===== src/rtl/mips_ctrl_pkg.sv =====
// Shared MIPS control definitions: memory control bus bit positions, fault codes,
// MEM-stage state encoding and access sizes.
package mips_ctrl_pkg;

    localparam int CTRL_SB       = 8;
    localparam int CTRL_SH       = 7;
    localparam int CTRL_LB       = 6;
    localparam int CTRL_LH       = 5;
    localparam int CTRL_UNSIGNED = 4;
    localparam int CTRL_BNEQ     = 3;
    localparam int CTRL_BRANCH   = 2;
    localparam int CTRL_MEMREAD  = 1;
    localparam int CTRL_MEMWRITE = 0;

    localparam logic [1:0] FAULT_MISALIGN = 2'b01;
    localparam logic [1:0] FAULT_CONFLICT = 2'b10;
    localparam logic [1:0] FAULT_TIMEOUT  = 2'b11;

    typedef enum logic {
        ST_IDLE = 1'b0,
        ST_BUSY = 1'b1
    } mem_state_t;

    typedef enum logic [1:0] {
        SZ_BYTE = 2'd0,
        SZ_HALF = 2'd1,
        SZ_WORD = 2'd2
    } mem_size_t;

    // Byte-lane enables for an access of the given size at byte offset 'lane'.
    function automatic logic [3:0] lane_enable(input mem_size_t size, input logic [1:0] lane);
        case (size)
            SZ_BYTE: lane_enable = 4'b0001 << lane;
            SZ_HALF: lane_enable = lane[1] ? 4'b1100 : 4'b0011;
            default: lane_enable = 4'b1111;
        endcase
    endfunction

endpackage


===== src/rtl/load_extender.sv =====
// Load-data lane select and sign/zero extension for byte, half and word reads.
module load_extender
    import mips_ctrl_pkg::*;
#(
    parameter int NB_DATA = 32
) (
    input  logic [NB_DATA-1:0] rdata,
    input  logic [1:0]         lane,
    input  mem_size_t          size,
    input  logic               is_unsigned,
    output logic [NB_DATA-1:0] data
);

    logic [NB_DATA-1:0] shifted;

    always_comb begin
        shifted = rdata >> {lane, 3'b000};
        case (size)
            SZ_BYTE: data = {{(NB_DATA-8){~is_unsigned & shifted[7]}}, shifted[7:0]};
            SZ_HALF: data = {{(NB_DATA-16){~is_unsigned & shifted[15]}}, shifted[15:0]};
            default: data = rdata;
        endcase
    end

endmodule


===== src/rtl/mem_access_unit.sv =====
// MEM-stage data-memory access unit: single-beat req/ack load/store with
// byte lanes, load extension, pipeline stall and fault reporting.
//
//   state   | meaning
//   --------+-------------------------------------------------------------
//   ST_IDLE | no transaction; decode, check and accept a new access
//   ST_BUSY | request outstanding; wait for ack or watchdog expiry
module mem_access_unit
    import mips_ctrl_pkg::*;
#(
    parameter int NB_DATA        = 32,
    parameter int NB_ADDR        = 32,
    parameter int NB_CTRL_M      = 9,
    parameter int TIMEOUT_CYCLES = 255
) (
    input  logic                 i_clk,
    input  logic                 i_rst,
    input  logic                 i_valid,
    input  logic [NB_CTRL_M-1:0] i_ctrl_mem_bus,
    input  logic [NB_ADDR-1:0]   i_addr,
    input  logic [NB_DATA-1:0]   i_wr_data,
    output logic                 o_mem_req,
    output logic                 o_mem_we,
    output logic [NB_ADDR-3:0]   o_mem_addr,
    output logic [3:0]           o_mem_be,
    output logic [NB_DATA-1:0]   o_mem_wdata,
    input  logic                 i_mem_ack,
    input  logic [NB_DATA-1:0]   i_mem_rdata,
    output logic [NB_DATA-1:0]   o_rd_data,
    output logic                 o_rd_valid,
    output logic                 o_wr_done,
    output logic                 o_stall,
    output logic                 o_fault,
    output logic [1:0]           o_fault_cause
);

    localparam bit WD_EN = (TIMEOUT_CYCLES != 0);
    localparam int NB_WD = (TIMEOUT_CYCLES > 1) ? $clog2(TIMEOUT_CYCLES) : 1;
    localparam logic [NB_WD-1:0] WD_LOAD = NB_WD'(TIMEOUT_CYCLES - 1);

    mem_state_t         state;
    mem_size_t          size_d;
    mem_size_t          size_q;
    logic               uns_q;
    logic [1:0]         lane_q;
    logic [NB_WD-1:0]   wd_cnt;

    logic               is_rd, is_wr, op, conflict, misaligned, accept;
    logic [3:0]         be_d;
    logic [NB_DATA-1:0] wdata_d;
    logic [NB_DATA-1:0] ext_data;

    // Branch/BNEQ belong to the branch unit.
    logic unused_branch_bits;
    assign unused_branch_bits = ^i_ctrl_mem_bus[CTRL_BNEQ:CTRL_BRANCH];

    always_comb begin
        is_rd    = i_ctrl_mem_bus[CTRL_MEMREAD];
        is_wr    = i_ctrl_mem_bus[CTRL_MEMWRITE];
        op       = i_valid & (is_rd | is_wr);
        conflict = (is_rd & is_wr)
                 | (i_ctrl_mem_bus[CTRL_LB] & i_ctrl_mem_bus[CTRL_LH])
                 | (i_ctrl_mem_bus[CTRL_SB] & i_ctrl_mem_bus[CTRL_SH]);
        if (is_wr)
            size_d = i_ctrl_mem_bus[CTRL_SB] ? SZ_BYTE : (i_ctrl_mem_bus[CTRL_SH] ? SZ_HALF : SZ_WORD);
        else
            size_d = i_ctrl_mem_bus[CTRL_LB] ? SZ_BYTE : (i_ctrl_mem_bus[CTRL_LH] ? SZ_HALF : SZ_WORD);
        misaligned = ((size_d == SZ_HALF) && i_addr[0])
                   || ((size_d == SZ_WORD) && (i_addr[1:0] != 2'b00));
        accept     = (state == ST_IDLE) && op && !conflict && !misaligned;
        be_d       = lane_enable(size_d, i_addr[1:0]);
        case (size_d)
            SZ_BYTE: wdata_d = {4{i_wr_data[7:0]}};
            SZ_HALF: wdata_d = {2{i_wr_data[15:0]}};
            default: wdata_d = i_wr_data;
        endcase
    end

    assign o_stall = accept || ((state == ST_BUSY) && !i_mem_ack);

    load_extender #(.NB_DATA(NB_DATA)) u_load_extender (
        .rdata       (i_mem_rdata),
        .lane        (lane_q),
        .size        (size_q),
        .is_unsigned (uns_q),
        .data        (ext_data)
    );

    always_ff @(posedge i_clk or negedge i_rst) begin
        if (!i_rst) begin
            state         <= ST_IDLE;
            size_q        <= SZ_WORD;
            uns_q         <= 1'b0;
            lane_q        <= 2'b00;
            wd_cnt        <= '0;
            o_mem_req     <= 1'b0;
            o_mem_we      <= 1'b0;
            o_mem_addr    <= '0;
            o_mem_be      <= 4'b0000;
            o_mem_wdata   <= '0;
            o_rd_data     <= '0;
            o_rd_valid    <= 1'b0;
            o_wr_done     <= 1'b0;
            o_fault       <= 1'b0;
            o_fault_cause <= 2'b00;
        end else begin
            o_rd_valid <= 1'b0;
            o_wr_done  <= 1'b0;
            o_fault    <= 1'b0;
            case (state)
                ST_IDLE: begin
                    if (op) begin
                        if (conflict) begin
                            o_fault       <= 1'b1;
                            o_fault_cause <= FAULT_CONFLICT;
                        end else if (misaligned) begin
                            o_fault       <= 1'b1;
                            o_fault_cause <= FAULT_MISALIGN;
                        end else begin
                            state       <= ST_BUSY;
                            o_mem_req   <= 1'b1;
                            o_mem_we    <= is_wr;
                            o_mem_addr  <= i_addr[NB_ADDR-1:2];
                            o_mem_be    <= be_d;
                            o_mem_wdata <= wdata_d;
                            size_q      <= size_d;
                            uns_q       <= i_ctrl_mem_bus[CTRL_UNSIGNED];
                            lane_q      <= i_addr[1:0];
                            wd_cnt      <= WD_LOAD;
                        end
                    end
                end
                ST_BUSY: begin
                    // Ack wins over a watchdog expiry in the same cycle.
                    if (i_mem_ack) begin
                        state     <= ST_IDLE;
                        o_mem_req <= 1'b0;
                        if (o_mem_we) begin
                            o_wr_done <= 1'b1;
                        end else begin
                            o_rd_valid <= 1'b1;
                            o_rd_data  <= ext_data;
                        end
                    end else if (WD_EN && (wd_cnt == '0)) begin
                        state         <= ST_IDLE;
                        o_mem_req     <= 1'b0;
                        o_fault       <= 1'b1;
                        o_fault_cause <= FAULT_TIMEOUT;
                    end else if (WD_EN) begin
                        wd_cnt <= wd_cnt - 1'b1;
                    end
                end
            endcase
        end
    end

endmodule

===== config.mk =====
export PLATFORM = sky130hd
export DESIGN_NAME = mem_access_unit
export DESIGN_NICKNAME = d
export VERILOG_FILES = /design/src/rtl/mips_ctrl_pkg.sv /design/src/rtl/load_extender.sv /design/src/rtl/mem_access_unit.sv
export SDC_FILE = /design/constraint.sdc
export NUM_CORES = 1
export LEC_CHECK = 0
export CORE_MARGIN = 2
export CORE_UTILIZATION = 30
export CTS_CLUSTER_DIAMETER = 200
export DETAILED_ROUTE_END_ITERATION = 8
export GPL_TIMING_DRIVEN = 1
export SYNTH_ARGS = -nofsm -noshare
export SYNTH_HDL_FRONTEND = slang
export SYNTH_SLANG_ARGS = --single-unit

===== constraint.sdc =====
create_clock -name i_clk -period 6.4 [get_ports i_clk]
set_input_delay 1.28 -clock i_clk [delete_from_list [all_inputs] [get_ports i_clk]]
set_output_delay 1.28 -clock i_clk [all_outputs]
set_load 0.02 [all_outputs]

# --- Word-level counts from Yosys, hierarchy flattened ---
# Cells that the tools add are included.
# Widths: inputs -> output; s select.
totals:
  ff_bits: 119
  latchBits: 0
  ramBits: 0
  romBits: 0
  mem_count: 0
op_classes:
  add_sub_neg: 1
  mul: 0
  div_mod_pow: 0
  magnitude_cmp: 0
  eq_ne: 11
  shifts: 2
  n_mux: 45
  bitwise: 14
  reduce_logical: 20
ops:
  columns: ["cell", "n"]
  rows:
  - ["$pmux 32 s2", 2]
  - ["$mux 8", 5]
  - ["$shr 32x5->16", 1]
  - ["$mux 1", 21]
  - ["$mux 2", 10]
  - ["$pmux 8 s2", 1]
  - ["$reduce_and 4->1", 3]
  - ["$ne 2x2->1 const B", 5]
  - ["$logic_not 8->1", 1]
  - ["$pmux 4 s2", 1]
  - ["$sub 8x1->8 const B", 1]
  - ["$and 1x1->1", 6]
  - ["$logic_and 1x1->1", 6]
  - ["$pmux 1 s2", 3]
  - ["$not 1->1", 5]
  - ["$reduce_and 5->1", 1]
  - ["$eq 2x1->1 const B", 2]
  - ["$logic_not 2->1", 2]
  - ["$mux 4", 1]
  - ["$pmux 2 s2", 1]
  - ["$shl 1x2->4 const A", 1]
  - ["$logic_not 1->1", 3]
  - ["$ne 3x2->1 const B", 1]
  - ["$ne 3x3->1 const B", 1]
  - ["other kinds (6)", 9]

# --- Depth between registers and ports, before layout ---
logic_depth:
  word_depth: 10
  depth_mapped: 8
  ltp_nobuf: 6

# --- By module ---
# A second synthesis with hierarchy kept.
hier_totals:
  hier_cells: 537
  hier_area_um2: 6095.8
modules_own_cells:
  columns: ["mod", "instances", "cells_per_inst", "area_per_inst_um2"]
  rows:
  - ["mem_access_unit", 1, 424, 5355.1]
  - ["load_extender", 1, 113, 740.7]

# --- Worst setup path before layout ---
# No wires, ideal clock.
synth_timing:
  path_type: "input -> output"
  start: "input i_ctrl_mem_bus[0]"
  end: "output o_stall"
  arrival_time_ps: 2729
  t_required_ps: 5120
  path_slack_ps: 2391
  stages: 8
  n_path_buf: 4
  path_cell_list: "buf_6 > mux2i_2 > nand4_1 > nand4b_1 > buf_4 > buf_6 > buf_6 > nand2_1"
synth_via:
  elab_chain_cells: 7
synth_lines:
  columns: ["element", "line", "text"]
  rows:
  - ["start, declared", "mem_access_unit.sv:19", "input logic [NB_CTRL_M-1:0] i_ctrl_mem_bus,"]
  - ["$and 1x1->1 / $mux 2 (equally long branches)", "mem_access_unit.sv:61, mem_access_unit.sv:64", null]
  - ["$or 1x1->1 (tied with other cells)", "mem_access_unit.sv:62", "| (i_ctrl_mem_bus[CTRL_LB] & i_ctrl_mem_bus[CTRL_LH])"]
  - ["$or 1x1->1 (tied with other cells)", "mem_access_unit.sv:63", "| (i_ctrl_mem_bus[CTRL_SB] & i_ctrl_mem_bus[CTRL_SH]);"]
  - ["$logic_not 1->1 / $logic_or 1x1->1 (equally long branches)", "mem_access_unit.sv:70, mem_access_unit.sv:69", null]
  - ["$logic_and 1x1->1 / $logic_not 1->1 (equally long branches)", "mem_access_unit.sv:70", "accept = (state == ST_IDLE) && op && !conflict && !misaligned;"]
  - ["$logic_and 1x1->1 (*)", "mem_access_unit.sv:70", null]
  - ["$logic_or 1x1->1 (*)", "mem_access_unit.sv:79", "assign o_stall = accept || ((state == ST_BUSY) && !i_mem_ack);"]
  - ["end, declared", "mem_access_unit.sv:32", "output logic o_stall,"]
# Mark *: on every way between the ends. The rest lies on a longest branch, timed or not.

# --- Final worst setup path ---
# Ends and elaborated chain as after synthesis.

==> flow_summary.yaml <==
worst_setup_path:
  crit_path_start: "i_ctrl_mem_bus[0]"
  crit_path_end_kind: "output pin"
  cp-start-kind: "input port"
  ff2ff_path_depth: 6
  arrival_ps: 3660
  reg2reg_slack_ps: 3390
  critPathMaxFanout: 10
  crit_type: "in -> out"
  worst_r2r_startpoint: "state$_DFF_PN0_"
  rr_endpoint: "o_mem_wdata[5]$_DFFE_PN0P_"
  crit_end: "o_stall"
  required_ps: 5120
synthesis:
  ys_async_sr_fraction_pct: 100.0
  syn_inst: 472
  ys_ff_latch: 119
  synth_edf_count: 0
  synth_seq_area_share_pct: 51.28
  synthesis.area_sq_um: 5809
  synth_ff_type: "dfrtp_1"
  syn_avg_cell_area_sq_um: 12.31
  ys_types: 51
  synth_nets: 583
  yosys_warnings: 0
clocking:
  clock_sinks: 119
  cts_setup_buffers: 0
  clockBufferDepth: 2
  clk_pin_slew_worst_paths_ps: 60
  ctsHoldBuffers: 0
  h-tree-depth: 4
  cts_tree: "yes"
  worstSkewPairLatency_ps: 410
  cts_buffers: 17
  root_buffer: "clkbuf_16"
  cts_resized: 0
global_routing:
  antenna_found_initial: 0
  grt_max_degree: 66
  grt_pass1_vias: 4869
  grt_first_pass_wirelength_um: 27000
  gr-total-overflow: 0
  grtUsageTotal_pct: 17.09
timing:
  rsz0062_at_grt: "false"
  finalSetupViolations: 0
  tightestPinTransition_ps: 1018
  hold_violations: 0
  relSlewSlack_pct: 32.14
  fmax_mhz: 202.5
  fin_skew_ps: 7.578
  period_share_pct: 77.18
  finalMaxSlewViolations: 0
  fin_crit_ps: 4939
  setup_tns_ps: 0
hold_path:
  hp-class: "reg -> reg"
routing:
  vias_per_cell: 4.858
  routed_wl_um: 16870
  drt_iter0_drc: 205
  vias: 4605
  ant_nets: 0
  drc: 0
  routedWlPerCell_um: 17.79
  firstDrtPassIters: 4
layout:
  n_fill_cell: 1725
  layout.cells.non_filler: 948
  final_nets: 786
  register_area_sq_um: 2979
  drive_gt1_share_pct: 19.04
  final_common_cell: "clkdlybuf4s50_1"
  final_cell_mix: "clkdlybuf4s50_1, dfrtp_1, mux2_4"
  antenna_cells: 0
  syn2layout_area_growth_pct: 49.28
  multi_input_comb_area_sq_um: 2636
place:
  dpl.hpwl_um: 12060
  place_congestion: 0.8437
  place_inst: 916
  port_buffers: 212
flow_run:
  drv_cap: 0
pwr:
  power_density_nw_per_um2: 433.9
  ir_drop_uv: 215.2
  p_leak_uw: 0.003761
outcome:
  status: "finished clean"
floorplanning:
  die-area_sq_um: 20490
  rows: 50
  dieHeight_um: 143.2
  core_sq_um: 18830
  die-width_um: 143.2
  initial_core_util_pct: 30.85
  io_pins: 215
## where the power goes
| group | switching [uW] | leakage (uW) | internal [uW] |
|---|---|---|---|
| clock network | 368 | 0.000258 | 534 |
| logic | 733 | 0.00210 | 847 |
| registers | 236 | 0.00140 | 1040 |
| total | 1340 | 0.00376 | 2430 |
## final cells by class
class                   instances  area share [%]
flip-flops and latches        119           34.35
multi-input cells             314           30.40
repair buffers                216           24.79
clock buffers                  17           4.905
well taps                     260           3.751
clock inverters                15           1.501
inverters                       7          0.3030
## stage by stage
| stage | utilization (%) | total power (uW) | instance area [sq um] | setup slack [ps] | hold slack, ps |
|---|---|---|---|---|---|
| 6_report | 46.05 | 3763 | 8672 | 1461 | 494.8 |
| 2_1_floorplan | - | 2102 | 5809 | 2391 | 482.4 |
| 3_5_place_dp | 43.10 | 2874 | 8117 | 1407 | 488.4 |
| 4_1_cts | 46.05 | 3801 | 8672 | 1404 | 502.0 |
| 3_3_place_gp | 43.10 | 2848 | 8117 | 1434 | 465.7 |
| 5_1_grt | 46.05 | 3968 | 8672 | 1242 | 511.5 |
## how the worst min path moves through the flow
stage / start / endpoint / slack, ps / cells after the start
3_5_place_dp: o_rd_data[1]$_DFFE_PN0P_ / o_rd_data[1]$_DFFE_PN0P_ / 490 / 2
3_3_place_gp: o_rd_data[6]$_DFFE_PN0P_ / o_rd_data[6]$_DFFE_PN0P_ / 470 / 2
6_report: o_rd_data[1]$_DFFE_PN0P_ / o_rd_data[1]$_DFFE_PN0P_ / 490 / 2
2_1_floorplan: uns_q$_DFFE_PN0P_ / uns_q$_DFFE_PN0P_ / 480 / 1
5_1_grt: o_mem_wdata[11]$_DFFE_PN0P_ / o_mem_wdata[11]$_DFFE_PN0P_ / 510 / 1
4_1_cts: o_rd_data[1]$_DFFE_PN0P_ / o_rd_data[1]$_DFFE_PN0P_ / 500 / 2
## state kept, by name, summed over array words and instances (netlist names)
signal	count
lane_q	2
o_fault	1
o_fault_cause	2
o_mem_addr	30
o_mem_be	4
o_mem_req	1
o_mem_wdata	32
o_mem_we	1
o_rd_data	32
o_rd_valid	1
o_wr_done	1
size_q	2
state	1
uns_q	1
wd_cnt	8
## cells by family after synthesis
group / synth area share, %
fa+ha+maj: 0.4307
compound gates: 14.99
flops: 51.28
buf+inv: 3.661
mux: 21.80
simple gates: 7.840
## cell usage after synthesis (2+ instances only)
library cell	number	share of area, %
inv_1	6	0.39
nand3_1	5	0.43
nor3_1	2	0.17
a22oi_2	6	1.3
or2_2	2	0.22
ha_1	2	0.43
mux2i_1	13	2.2
nor2b_1	4	0.43
nand3b_1	3	0.39
o22ai_1	23	2.5
a21o_1	12	1.6
buf_2	2	0.17
and2_1	9	0.97
o2bb2ai_1	8	1.2
nor2_1	41	2.6
buf_6	8	1.6
nand2_1	16	1.0
nand2b_1	3	0.32
a221o_1	8	1.4
o21ai_0	16	1.4
a22oi_1	7	0.90
mux2_2	23	4.5
a2bb2oi_1	7	1.1
mux2_4	56	14
buf_1	6	0.39
a31oi_1	2	0.22
dfrtp_1	118	51
clkbuf_1	15	0.97
a21oi_1	26	2.2
o21bai_1	2	0.26
## critical path, cell delays in order
cell and delay, ps:
clkdlybuf4s50_1 710, mux2i_2 600, nand4_1 230, nand4b_1 210, nand2_1 90, clkdlybuf4s50_1 540
## metal layers
layer  global-route usage, %  vias to the layer above  wire length [um]
li1                        -                     2140                 -
met1                   21.51                     2253              7323
met4                   4.221                        0               120
met3                   7.378                        8              1824
met2                   27.07                      204              7599
met5                       0                        -                 0
No activity file was read; power rests on OpenSTA's default activity.
